[src/rtl/seed.sv]
// Seed-pattern entry for the 8x8 Game of Life: each rising edge of `next`
// commits the switch pattern `in` into the next row; HEX0 shows the row being entered.
module seed (
  input  logic            clk,
  input  logic            reset,
  input  logic [7:0]      in,
  input  logic            next,
  output logic [7:0][7:0] out,
  output logic [6:0]      HEX0
);

  typedef enum logic {ENTRY, DONE} state_t;

  state_t     state, state_nx;
  logic [2:0] row, row_nx;
  logic       next_d;
  logic       commit;
  logic       write;

  assign commit = next & ~next_d;

  always_ff @(posedge clk or posedge reset) begin
    if (reset) begin
      state  <= ENTRY;
      row    <= '0;
      next_d <= 1'b0;
      out    <= '0;
    end else begin
      state  <= state_nx;
      row    <= row_nx;
      next_d <= next;
      if (write)
        out[row] <= in;
    end
  end

  always_comb begin
    state_nx = state;
    row_nx   = row;
    write    = 1'b0;
    HEX0     = 7'b0111111;
    unique case (state)
      ENTRY: begin
        if (commit) begin
          write = 1'b1;
          if (row == 3'd7)
            state_nx = DONE;
          else
            row_nx = row + 3'd1;
        end
        unique case (row)
          3'd0: HEX0 = 7'b1000000;
          3'd1: HEX0 = 7'b1111001;
          3'd2: HEX0 = 7'b0100100;
          3'd3: HEX0 = 7'b0110000;
          3'd4: HEX0 = 7'b0011001;
          3'd5: HEX0 = 7'b0010010;
          3'd6: HEX0 = 7'b0000010;
          3'd7: HEX0 = 7'b1111000;
          default: HEX0 = 7'b0111111;
        endcase
      end
      DONE: HEX0 = 7'b0111111;
      default: state_nx = ENTRY;
    endcase
  end

endmodule

[config.mk]
export PLATFORM = sky130hd
export DESIGN_NAME = seed
export DESIGN_NICKNAME = d
export VERILOG_FILES = /design/src/rtl/seed.sv
export SDC_FILE = /design/constraint.sdc
export NUM_CORES = 1
export LEC_CHECK = 0
export ABC_AREA = 1
export CORE_MARGIN = 5
export CORE_UTILIZATION = 35
export DETAILED_ROUTE_END_ITERATION = 16
export DONT_BUFFER_PORTS = 1
export GPL_ROUTABILITY_DRIVEN = 0
export PLACE_DENSITY_LB_ADDON = 0.3
export SLEW_MARGIN = 20
export SYNTH_ARGS = -nofsm -noshare
export SYNTH_HDL_FRONTEND = slang
export SYNTH_SLANG_ARGS = --single-unit
[constraint.sdc]
create_clock -name clk -period 2.5 [get_ports clk]
set_clock_uncertainty 0.1 [all_clocks]
set_input_delay 0.375 -clock clk [delete_from_list [all_inputs] [get_ports clk]]
set_output_delay 0.375 -clock clk [all_outputs]
set_load 0.05 [all_outputs]
==> flow_metrics.env, run 1 <==
export IMPL_yosys_area_top_type="dfrtp_1"
export IMPL_synthXorXnorAreaFrac_pct=0.2841
export IMPL_synth_edff_count=0
export IMPL_via_per_inst=4.935
export IMPL_cap_violations=0
export IMPL_cts_clk_slew_worst_paths_ps=80
export IMPL_overflow=0
export IMPL_min_period_over_period_pct=89.41
export IMPL_reg2regPathDepth=6
export IMPL_cts_buffer_depth=2
export IMPL_nets=366
export IMPL_rsz0062_at_grt="no"
export IMPL_drt_total_wl_um=8016
export IMPL_power_density_mw_per_mm2=683.0
export IMPL_hp_class="in -> reg"
export IMPL_grt_pass1_wl_um=13020
export IMPL_arrival_ps=1760
export IMPL_drive_gt1_share_pct=14.69
export IMPL_cts_tree="built"
export IMPL_synth_area_top_cells="dfrtp_1 (56%), nand2_1 (20%), nand3_1 (8.4%)"
export IMPL_syn_avg_cell_area_um2=8.988
export IMPL_fp_row_count=34
export IMPL_postRouteAntennaNets=0
export IMPL_setup_tns_ps=0
export IMPL_synthArstFlopShare_pct=100.0
export IMPL_vias=2280
export IMPL_syn_nets=360
export IMPL_cts_num_sinks=69
export IMPL_n_antenna_cell=0
export IMPL_ctsResizeCount=0
export IMPL_setup_viol_count_final=0
export IMPL_holdWs_ps=46.65
export IMPL_ys_ff_latch=69
export IMPL_synth_flop_cell="dfrtp_1"
export IMPL_synthTopCellsByCount="nand2_1 (162), dfrtp_1 (69), nand3_1 (52), clkbuf_1 (8), nor2_4 (8)"
export IMPL_grt_max_degree=58
export IMPL_crit_path_max_incr_delay_ps=520
export IMPL_synth_most_common_cell="nand2_1"
export IMPL_status="finished, final reports clean"
export IMPL_core_mm2=0.008636
export IMPL_initialDrtViolationCount=129
export IMPL_leakagePower_nw=1.915
export IMPL_grt_pass1_vias=2251
export IMPL_syn_area_mm2=0.003083
export IMPL_synth_compound_area_share_pct=1.299
export IMPL_port_buffers=0
export IMPL_start_util_pct=35.70
export IMPL_syn_to_final_growth_pct=13.64
export IMPL_cts_made_buffers=9
export IMPL_synth_mux_area_share_pct=0
export IMPL_drt_pass1_iterations=4
export IMPL_clk_latency_ps=340
export IMPL_synth_adder_area_share_pct=2.435
export IMPL_synthDistinctLibCells=19
export IMPL_hold_path_cell_count=2
export IMPL_die_x_um=103.9
export IMPL_dpl_cell_count=444
export IMPL_synth_top_family_by_area="simple AND/OR/NAND/NOR gates"
export IMPL_die_area_mm2=0.01079
export IMPL_root_buffer="clkbuf_8"
export IMPL_relSlewSlack_pct=55.68
export IMPL_drv_slew=0
export IMPL_peakVddDrop_mv=0.3399
export IMPL_synth_top_cell_area_share_pct=56.01
export IMPL_slowest_stage="dfrtp_1"
export IMPL_synth_cells=343
export IMPL_critPathMaxFanout=7
export IMPL_drc_errors=0
export IMPL_grt_util_all_layers_pct=15.11
export IMPL_antenna_found_initial=0
export IMPL_cp_start_kind="flip-flop"
export IMPL_ys_seq_area_share_pct=56.01
export IMPL_fin_util_pct=40.57
export IMPL_die_h_um=103.9
export IMPL_stdcell_count=462
export IMPL_cts_htree_levels=3
export IMPL_hpwl_um=5341
export IMPL_critical_path_class="reg -> out"
export IMPL_final_hold_viol_count=0
export IMPL_synth_warnings=0
export IMPL_path_cells="inv_2, ha_1, o211ai_1, buf_4"
export IMPL_worst_slew_pin_slew_ps=663.9
export IMPL_num_io_pins=82
export IMPL_period_minus_slack_ps=2235
export IMPL_routedWlPerCell_um=17.35
export IMPL_end_kind="primary output"
export IMPL_synth_simple_area_share_pct=35.67
export IMPL_cp_required_ps=2030
export IMPL_max_freq_mhz=447.4
-- timing repair --
action / in CTS / in global routing
hold endpoints to repair: 29 / 0
hold buffers: 2 / 0
buffers inserted: 0 / 0
-- path summary, 6_finish.rpt --
kind / from / endpoint / slack, ps
setup / recovery: row[1] / HEX0[3] / 260
max in group asynchronous: reset / out[10] / 1160
hold / removal: in[7] / out[47] / 50
setup reg to reg: row[2] / out[19] / 860
hold reg to reg: next_d / state / 500
min in group asynchronous: reset / out[60] / 490
-- flip-flops by register name (all words and copies together) (netlist names) --
name	count
out	64
state	1
row	3
next_d	1
-- cells in the final DEF (no fill, tap or decap) --
master         count
nand3_1           52
nand2_2            5
nor2_1             3
inv_2              5
buf_4              7
ha_1               6
dfrtp_1           69
o21ai_1            1
nand2_4            7
bufinv_16          4
clkbuf_8          11
o21ai_0            2
nor2_8             1
nor2_4             8
dlygate4sd3_1      2
inv_6              1
xor2_1             1
nand2_1          162
a21oi_1            2
o211ai_1           2
buf_12             2
inv_4              1
-- logic make-up (layout without fill, tap and decap cells) --
kind of cell,after synthesis,in the layout
compound gates,7,7
xor+xnor,1,1
simple gates,238,238
buf+inv,22,33
fa+ha+maj,6,6
flops,69,69
-- power breakdown --
group,switching (mW),total [mW],internal (mW)
Sequential,0.000394,1.12,1.12
Clock,0.424,1.25,0.822
Combinational,0.0244,0.0305,0.00610
Total,0.448,2.39,1.94
-- through the flow --
step | power (mW) | setup slack (ps) | instance area, um2
after floorplan | 1.170 | 73.20 | 3083
after global placement | 1.168 | 697.8 | 3203
after detailed placement | 1.168 | 627.5 | 3203
after CTS | 2.429 | 252.7 | 3503
after global routing | 2.478 | 159.2 | 3503
final | 2.393 | 264.9 | 3503
-- worst max-delay path: cells and delay by family (launching register included) --
family,cells,cell delay [ps]
AO/OA/AOI/OAI,1,190
adder cells (fa/ha/maj),1,340
buffers and inverters,2,370
flip-flops,1,520
-- area by class of cell --
type,count,area [um2]
Clock buffer,11,151.4
Multi-Input combinational cell,252,1224
Sequential cell,69,1727
Timing Repair Buffer,11,112.6
Fill cell,879,5132
Clock inverter,5,128.9
Tap cell,108,135.1
Inverter,6,25.02
-- metal layers --
metal  vias to the layer above  wire, um  GRT usage [%]
met2                        82      3687          22.95
met5                         -         0              0
li1                       1093         -              -
met3                         8       805          7.138
met1                      1097      3448          19.78
met4                         0        75          3.053
No activity file was read; power rests on OpenSTA's default activity.
==> run 2, diff against run 1 <==
- ABC_AREA: 1 -> 0
- HOLD_SLACK_MARGIN: default -> 0.05
- clock period: 2.5 -> 2.3 ns (I/O delays scaled with it)
==> flow_metrics.env, run 2 <==
export IMPL_status="finished, final reports clean"
export IMPL_min_period_over_period_pct=93.67
export IMPL_arrival_ps=1710
export IMPL_synth_area_top_cells="dfrtp_1 (62%), mux2_2 (26%), ha_1 (2.7%)"
export IMPL_grt_pass1_vias=1664
export IMPL_drv_slew=0
export IMPL_hpwl_um=4329
export IMPL_largest_registers="out x64, row x3"
export IMPL_cts_htree_levels=3
export IMPL_synth_cells=183
export IMPL_cts_made_buffers=9
export IMPL_cap_violations=0
export IMPL_critical_path_class="reg -> out"
export IMPL_antenna_found_initial=0
export IMPL_setup_viol_count_final=0
export IMPL_fp_row_count=32
export IMPL_start_util_pct=36.08
export IMPL_grt_pass1_wl_um=9915
export IMPL_top_register="out"
export IMPL_drt_total_wl_um=6467
export IMPL_mostFrequentLayoutCell="dfrtp_1"
export IMPL_cts_buffer_depth=2
export IMPL_worst_slew_pin_slew_ps=649.0
export IMPL_nets=224
export IMPL_core_mm2=0.007767
export IMPL_synth_top_cell_area_share_pct=61.61
export IMPL_routedWlPerCell_um=20.60
export IMPL_postRouteAntennaNets=0
export IMPL_n_antenna_cell=0
export IMPL_final_hold_viol_count=0
export IMPL_synth_flop_cell="dfrtp_1"
export IMPL_overflow=0
export IMPL_num_io_pins=82
export IMPL_critPathMaxFanout=10
export IMPL_syn_avg_cell_area_um2=15.32
export IMPL_period_minus_slack_ps=2154
export IMPL_post_cts_setup_buffers=0
export IMPL_yosys_area_top_type="dfrtp_1"
export IMPL_max_freq_mhz=464.2
export IMPL_drc_errors=0
export IMPL_synth_warnings=0
export IMPL_grt_max_degree=42
export IMPL_cts_num_sinks=69
export IMPL_end_kind="primary output"
export IMPL_relSlewSlack_pct=56.67
export IMPL_cp_required_ps=1860
export IMPL_grt_util_all_layers_pct=13.67
export IMPL_syn_to_final_growth_pct=17.14
export IMPL_clk_latency_ps=340
export IMPL_mostFrequentLayoutCells="dfrtp_1 (68), mux2_2 (65), dlygate4sd3_1 (12), nand2_1 (9), clkbuf_8 (9)"
export IMPL_die_x_um=99.49
export IMPL_cp_start_kind="flip-flop"
export IMPL_cts_clk_slew_worst_paths_ps=70
export IMPL_syn_area_mm2=0.002803
export IMPL_syn_nets=200
export IMPL_drt_pass1_iterations=4
export IMPL_hp_class="in -> reg"
export IMPL_root_buffer="clkbuf_8"
export IMPL_setup_tns_ps=0
export IMPL_drive_gt1_share_pct=43.87
export IMPL_port_buffers=0
export IMPL_synth_most_common_cell="dfrtp_1"
export IMPL_synth_edff_count=0
export IMPL_synthDistinctLibCells=22
export IMPL_cts_tree="built"
export IMPL_via_per_inst=4.959
export IMPL_initialDrtViolationCount=32
export IMPL_largest_reg_flops=64
export IMPL_vias=1557
export IMPL_ys_ff_latch=69
export IMPL_synthTopCellsByCount="dfrtp_1 (69), mux2_2 (65), nand2_1 (9), ha_1 (6), inv_1 (5)"
export IMPL_die_area_mm2=0.009897
export IMPL_ys_seq_area_share_pct=61.61
export IMPL_synthArstFlopShare_pct=100.0
export IMPL_die_h_um=99.49
export IMPL_rsz0062_at_grt="no"
[run 2: changes by cell type in the layout (fill, tap and decap cells not counted), moves of 3 or more]
| cell | delta |
|---|---|
| dlygate4sd3_1 | +10 |
| inv_1 | +4 |
| nor2_4 | -8 |
| buf_4 | -3 |
| nand3_1 | -52 |
| inv_2 | -4 |
| nand2_4 | -7 |
| mux2_2 | +65 |
| nand2_1 | -153 |
[run 2: stage by stage]
stage	util (%)	instances	setup WS [ps]	hold WS, ps	area [um2]
after floorplan	-	183	115.1	276.4	2803
after CTS	41.95	312	8.627	50.61	3258
final	42.27	314	145.6	102.1	3283
after global placement	37.89	286	296.0	249.3	2943
after global routing	42.27	314	5.201	71.80	3283
after detailed placement	37.89	286	278.8	250.9	2943
[run 2: what timing repair did]
item,CTS,global route
resized for setup,0,3
setup endpoints to repair,0,4
endpoints found under the hold margin,90,3
hold buffers,10,2
[run 2: cells by family after synthesis]
logic type	share of synthesized area, %
DFF	61.61
adders and majority gates	2.679
AOI/OAI and AO/OA	2.321
muxes	26.12
xor gates and xnor gates	0.3126
and+or+nand+nor	4.955
buffers and inverters	2.009
[run 2: layout make-up]
| class | count | area, um2 |
|---|---|---|
| Inverter | 5 | 18.77 |
| Timing Repair Buffer | 17 | 170.2 |
| Multi-Input combinational cell | 105 | 1023 |
| Fill cell | 750 | 4484 |
| Clock inverter | 6 | 87.58 |
| Sequential cell | 69 | 1728 |
| Clock buffer | 10 | 127.6 |
| Tap cell | 102 | 127.6 |
[run 2: path summary, 6_finish.rpt]
| path | end | cells past startpoint | startpoint | slack (ps) |
|---|---|---|---|---|
| max in group asynchronous | out[41] | 3 | reset | 1000 |
| max reg2reg | out[28] | 3 | row[2] | 290 |
| max | HEX0[3] | 4 | row[1] | 150 |
| min in group asynchronous | out[47] | 2 | reset | 460 |
| min reg2reg | row[0] | 1 | row[0] | 510 |
| min | state | 1 | next | 100 |
[run 2: critical path: stages (launching register included)]
cell and delay [ps]:
dfrtp_1 520, inv_1 150, ha_1 340, o21ai_1 150, buf_4 210
[run 2: layer usage]
layer	part of all wire [%]	vias to the layer above	GRT usage (%)	routed length, um
met1	41	815	16.06	2620
met4	0.70	0	4.097	45
met5	0	-	0	0
met3	9.8	5	7.644	632
li1	-	684	-	-
met2	49	53	21.44	3168
Power of run 2 is not shown: default switching activity piles up to over one toggle a cycle in this logic, so the estimate is an artifact.
